### src/rtl/reduce_window.sv
// Windowed flag reducer: reduces each accepted sample with OR/AND/XOR/NOR and
// folds WINDOW samples into one registered result with a saturating hit counter.
module reduce_window #(
  parameter int WIDTH  = 8,
  parameter int WINDOW = 4,
  parameter int CNT_W  = 8
) (
  input  logic             clk,
  input  logic             rst,
  input  logic             clr,
  input  logic [1:0]       mode,
  input  logic             in_valid,
  output logic             in_ready,
  input  logic [WIDTH-1:0] in_data,
  output logic             o,
  output logic             out_valid,
  output logic             busy,
  output logic [CNT_W-1:0] hit_cnt
);

  localparam int CW = $clog2(WINDOW + 1);
  localparam logic [CW-1:0] WIN_C = CW'(WINDOW);

  localparam logic [1:0] IDLE = 2'd0;
  localparam logic [1:0] ACC  = 2'd1;
  localparam logic [1:0] DONE = 2'd2;

  localparam logic [1:0] M_AND = 2'b01;
  localparam logic [1:0] M_XOR = 2'b10;
  localparam logic [1:0] M_NOR = 2'b11;

  logic [1:0]    state;
  logic [1:0]    mode_q;
  logic [CW-1:0] cnt;
  logic          acc;

  logic [1:0]    eff_mode;
  logic          r;
  logic          acc_nxt;
  logic [CW-1:0] cnt_nxt;
  logic          res;
  logic          fin;

  assign in_ready  = (state != DONE);
  assign out_valid = (state == DONE);
  assign busy      = (state == ACC);

  // The first sample of a window uses the live mode; the rest use the latched one.
  always_comb begin
    eff_mode = (state == IDLE) ? mode : mode_q;
    case (eff_mode)
      M_AND:   r = &in_data;
      M_XOR:   r = ^in_data;
      default: r = |in_data;
    endcase
    if (state == IDLE) begin
      acc_nxt = r;
      cnt_nxt = CW'(1);
    end else begin
      case (mode_q)
        M_AND:   acc_nxt = acc & r;
        M_XOR:   acc_nxt = acc ^ r;
        default: acc_nxt = acc | r;
      endcase
      cnt_nxt = cnt + CW'(1);
    end
    res = (eff_mode == M_NOR) ? ~acc_nxt : acc_nxt;
    fin = (cnt_nxt == WIN_C);
  end

  always_ff @(posedge clk or posedge rst) begin
    if (rst) begin
      state   <= IDLE;
      mode_q  <= 2'b00;
      cnt     <= '0;
      acc     <= 1'b0;
      o       <= 1'b0;
      hit_cnt <= '0;
    end else if (clr) begin
      state   <= IDLE;
      cnt     <= '0;
      acc     <= 1'b0;
      o       <= 1'b0;
      hit_cnt <= '0;
    end else begin
      case (state)
        IDLE, ACC: begin
          if (in_valid) begin
            acc <= acc_nxt;
            cnt <= cnt_nxt;
            if (state == IDLE) mode_q <= mode;
            if (fin) begin
              state <= DONE;
              o     <= res;
              if (res && (hit_cnt != {CNT_W{1'b1}})) hit_cnt <= hit_cnt + CNT_W'(1);
            end else begin
              state <= ACC;
            end
          end
        end
        DONE: begin
          state <= IDLE;
          cnt   <= '0;
        end
        default: state <= IDLE;
      endcase
    end
  end

endmodule

### config.mk
export PLATFORM = sky130hd
export DESIGN_NAME = reduce_window
export DESIGN_NICKNAME = d
export VERILOG_FILES = /design/src/rtl/reduce_window.sv
export SDC_FILE = /design/constraint.sdc
export NUM_CORES = 1
export LEC_CHECK = 0
export BUFFER_PORTS_ARGS = -buffer_cell sky130_fd_sc_hd__buf_4
export CAP_MARGIN = 15
export CORE_MARGIN = 8
export CORE_UTILIZATION = 54
export DETAILED_ROUTE_END_ITERATION = 8
export PLACE_DENSITY = 0.85
export REMOVE_ABC_BUFFERS = 1
export SLEW_MARGIN = 30
export SYNTH_ARGS = -nofsm -noshare
export SYNTH_HDL_FRONTEND = slang
export SYNTH_SLANG_ARGS = --single-unit
### constraint.sdc
create_clock -name clk -period 4.67 [get_ports clk]
set_input_delay 0.467 -clock clk [delete_from_list [all_inputs] [get_ports clk]]
set_output_delay 0.467 -clock clk [all_outputs]
set_load 0.1 [all_outputs]
==> flow_summary.ini <==
[outcome]
status = finished, final reports clean

[die]
pin_count = 26
rows = 17
start_util = 0.578
die_h_um = 65.1
coreArea_um2 = 2250
die-area_um2 = 4240
die_width_um = 65.1

[clock_network]
cts_tree = done
post_cts_buffers = 0
htreeDepth = 1
cts_sinks = 17
insertion_delay_ns = 0.29
hold_buffers = 0
cts_root_buf = clkbuf_4
cts_buffers = 3
path_clk_slew_ns = 0.10
cts-resized-gates = 0
cts.path.max_buffers = 2

[sta]
fin_setup_tns_ns = 0
skew_ns = 0.00365
slew_headroom = 0.502
clock.fmax_mhz = 242
min_period_ns = 4.14
finalCritPeriodShare = 0.886
worst_pin_slew_ns = 0.742
hold_viol_final = 0
fin_ws_ns = 0.532
drv_slew = 0
setup_viol = 0
rsz0062_at_grt = false

[place]
dp_hpwl_um = 2180
io_buffers = 25
preCtsSetupSlack_ns = 0.576
gp_congestion = 0.928

[synth]
ys_types = 40
ys_seq_area_frac = 0.327
synth.avg_cell_area_um2 = 8.86
synth_edf_count = 0
synth_seq_cells = 17
synth.cell_area_um2 = 1300
syn_inst = 147
synth_top_flop_cell = dfrtp_1
ys_async_sr_fraction = 1.00
synth_warnings = 0

[layout]
fill_cells = 201
drive_gt1_frac = 0.187
area_delta_synth_final_pct = 17.1
diodes = 0
fin_nets = 203

[flow_run]
maxCapViolCount = 0

[power]
power_density_nw_per_um2 = 221
ir_drop_v = 0.000178
cellLeakagePower_nw = 0.763

[critical_path]
startpoint_type = register
crit_buf_inv = 2
cp-end-kind = register
critPathRequiredTime_ns = 4.86
setup.worst_path.class = register to register
path_max_fanout = 12
crit_chain = nor2_2 -> mux2i_1 -> inv_1 -> ha_1 -> or3_1 -> o211ai_1 -> inv_1 -> ha_1 -> a221oi_1 -> a211oi_4 -> xnor2_1 -> nor3_1 -> mux2_1
arrival_ns = 4.32
slowest_stage = xnor2_1
cpPeakStageDelay_ns = 0.61
cp_top_family = simple AND/OR/NAND/NOR gates

[grt]
grt.total_usage = 0.133
grt_antenna_before_repair = 0
grt_pass1_wl_um = 4720
overflow = 0
grt_pass1_vias = 1145
grt_max_degree = 18

[drt]
highest_layer = met4
num_vias = 1130
wl_met1_um = 1210
drtAntennaViolNets = 0
met2_length_um = 1330
initialDrtViolationCount = 31
post_drt_via_cell_ratio = 5.68
route.detailed.drc = 0
wl_um = 2690
drt_first_pass_iters = 5
avgRoutedWirePerCell_um = 13.5
dr_wl_met3_um = 128

[hold_path]
hp-class = input pin to asynchronous set/reset pin
report_power, final:
part / leakage, nW / total [mW] / switching (mW) / internal [mW]
logic: 0.518 / 0.0985 / 0.0590 / 0.0394
clock network: 0.0177 / 0.0808 / 0.0489 / 0.0319
registers: 0.227 / 0.159 / 0.00616 / 0.152
total: 0.763 / 0.338 / 0.114 / 0.224
final timing paths:
kind / depth (start not counted) / start / slack [ns] / endpoint
max: 13 / state[0] / 0.53 / hit_cnt[3]
min: 2 / rst / 0.25 / hit_cnt[7]
max reg2reg: 13 / state[0] / 0.53 / hit_cnt[3]
min reg2reg: 2 / o / 0.56 / o
max in group asynchronous: 2 / rst / 3.99 / cnt[1]
min in group clk: 2 / clr / 0.45 / hit_cnt[0]
cell usage after synthesis (2+ instances only):
cell type,n,share of area
nand3_1,5,0.019
nand2b_1,2,0.0096
nand2_1,7,0.020
xor2_1,2,0.013
and2b_1,2,0.012
or4_1,3,0.017
nor2_1,13,0.037
nor2b_1,2,0.0096
clkbuf_1,3,0.0086
nand4_1,3,0.014
or3_1,2,0.0096
a211oi_1,2,0.012
dfrtp_1,17,0.33
and4_1,4,0.027
o21ai_0,2,0.0077
o31ai_1,3,0.017
a21oi_1,12,0.046
inv_1,18,0.052
ha_1,17,0.16
mux2i_1,4,0.031
xnor2_1,4,0.027
nor3_1,2,0.0077
kinds of logic after synthesis:
group | Yosys count | share of synthesized area
xor+xnor | 6 | 0.0403
simple gates | 53 | 0.225
flops | 17 | 0.327
compound gates | 26 | 0.133
buf+inv | 23 | 0.0730
fa+ha+maj | 17 | 0.163
mux | 5 | 0.0394
metrics by stage:
step                instance area (µm²)  hold WS, ns  power, mW  cells   util
global placement                   1500        0.511      0.254    195  0.664
finish                             1530        0.254      0.338    199  0.676
detailed placement                 1500        0.544      0.260    195  0.664
CTS                                1530        0.266      0.340    199  0.676
floorplan                          1270        0.393      0.232    142      -
global route                       1530        0.292      0.358    199  0.676
placed cells by master, fill, tap and decap left out, types with 3 or more instances in the layout:
cell	count
a21oi_1	12
nand2_1	7
buf_4	25
or4_1	3
ha_1	17
nand4_1	3
clkbuf_4	3
and4_1	4
nor2_1	13
xnor2_1	4
o31ai_1	3
nand3_1	5
inv_1	18
mux2i_1	4
dfrtp_1	17
sequential cells by signal, indices dropped and copies added, names as in the netlist:
register,flops
acc,1
cnt,3
hit_cnt,8
mode_q,2
o,1
state,2
routing by layer:
layer | global-route usage | vias up
met2 | 0.232 | 32
met1 | 0.158 | 535
met3 | 0.0356 | 4
met4 | 0.0354 | 0
li1 | - | 559
met5 | 0 | -
final cells by class:
| class | count | area (µm²) | share of cell area |
|---|---|---|---|
| Timing Repair Buffer | 25 | 188 | 0.123 |
| Sequential cell | 17 | 425 | 0.279 |
| Tap cell | 28 | 35.0 | 0.0230 |
| Inverter | 18 | 67.6 | 0.0443 |
| Multi-Input combinational cell | 107 | 782 | 0.513 |
| Clock inverter | 1 | 5.00 | 0.00328 |
| Clock buffer | 3 | 22.5 | 0.0148 |
Power figures use the tool's default switching activity.
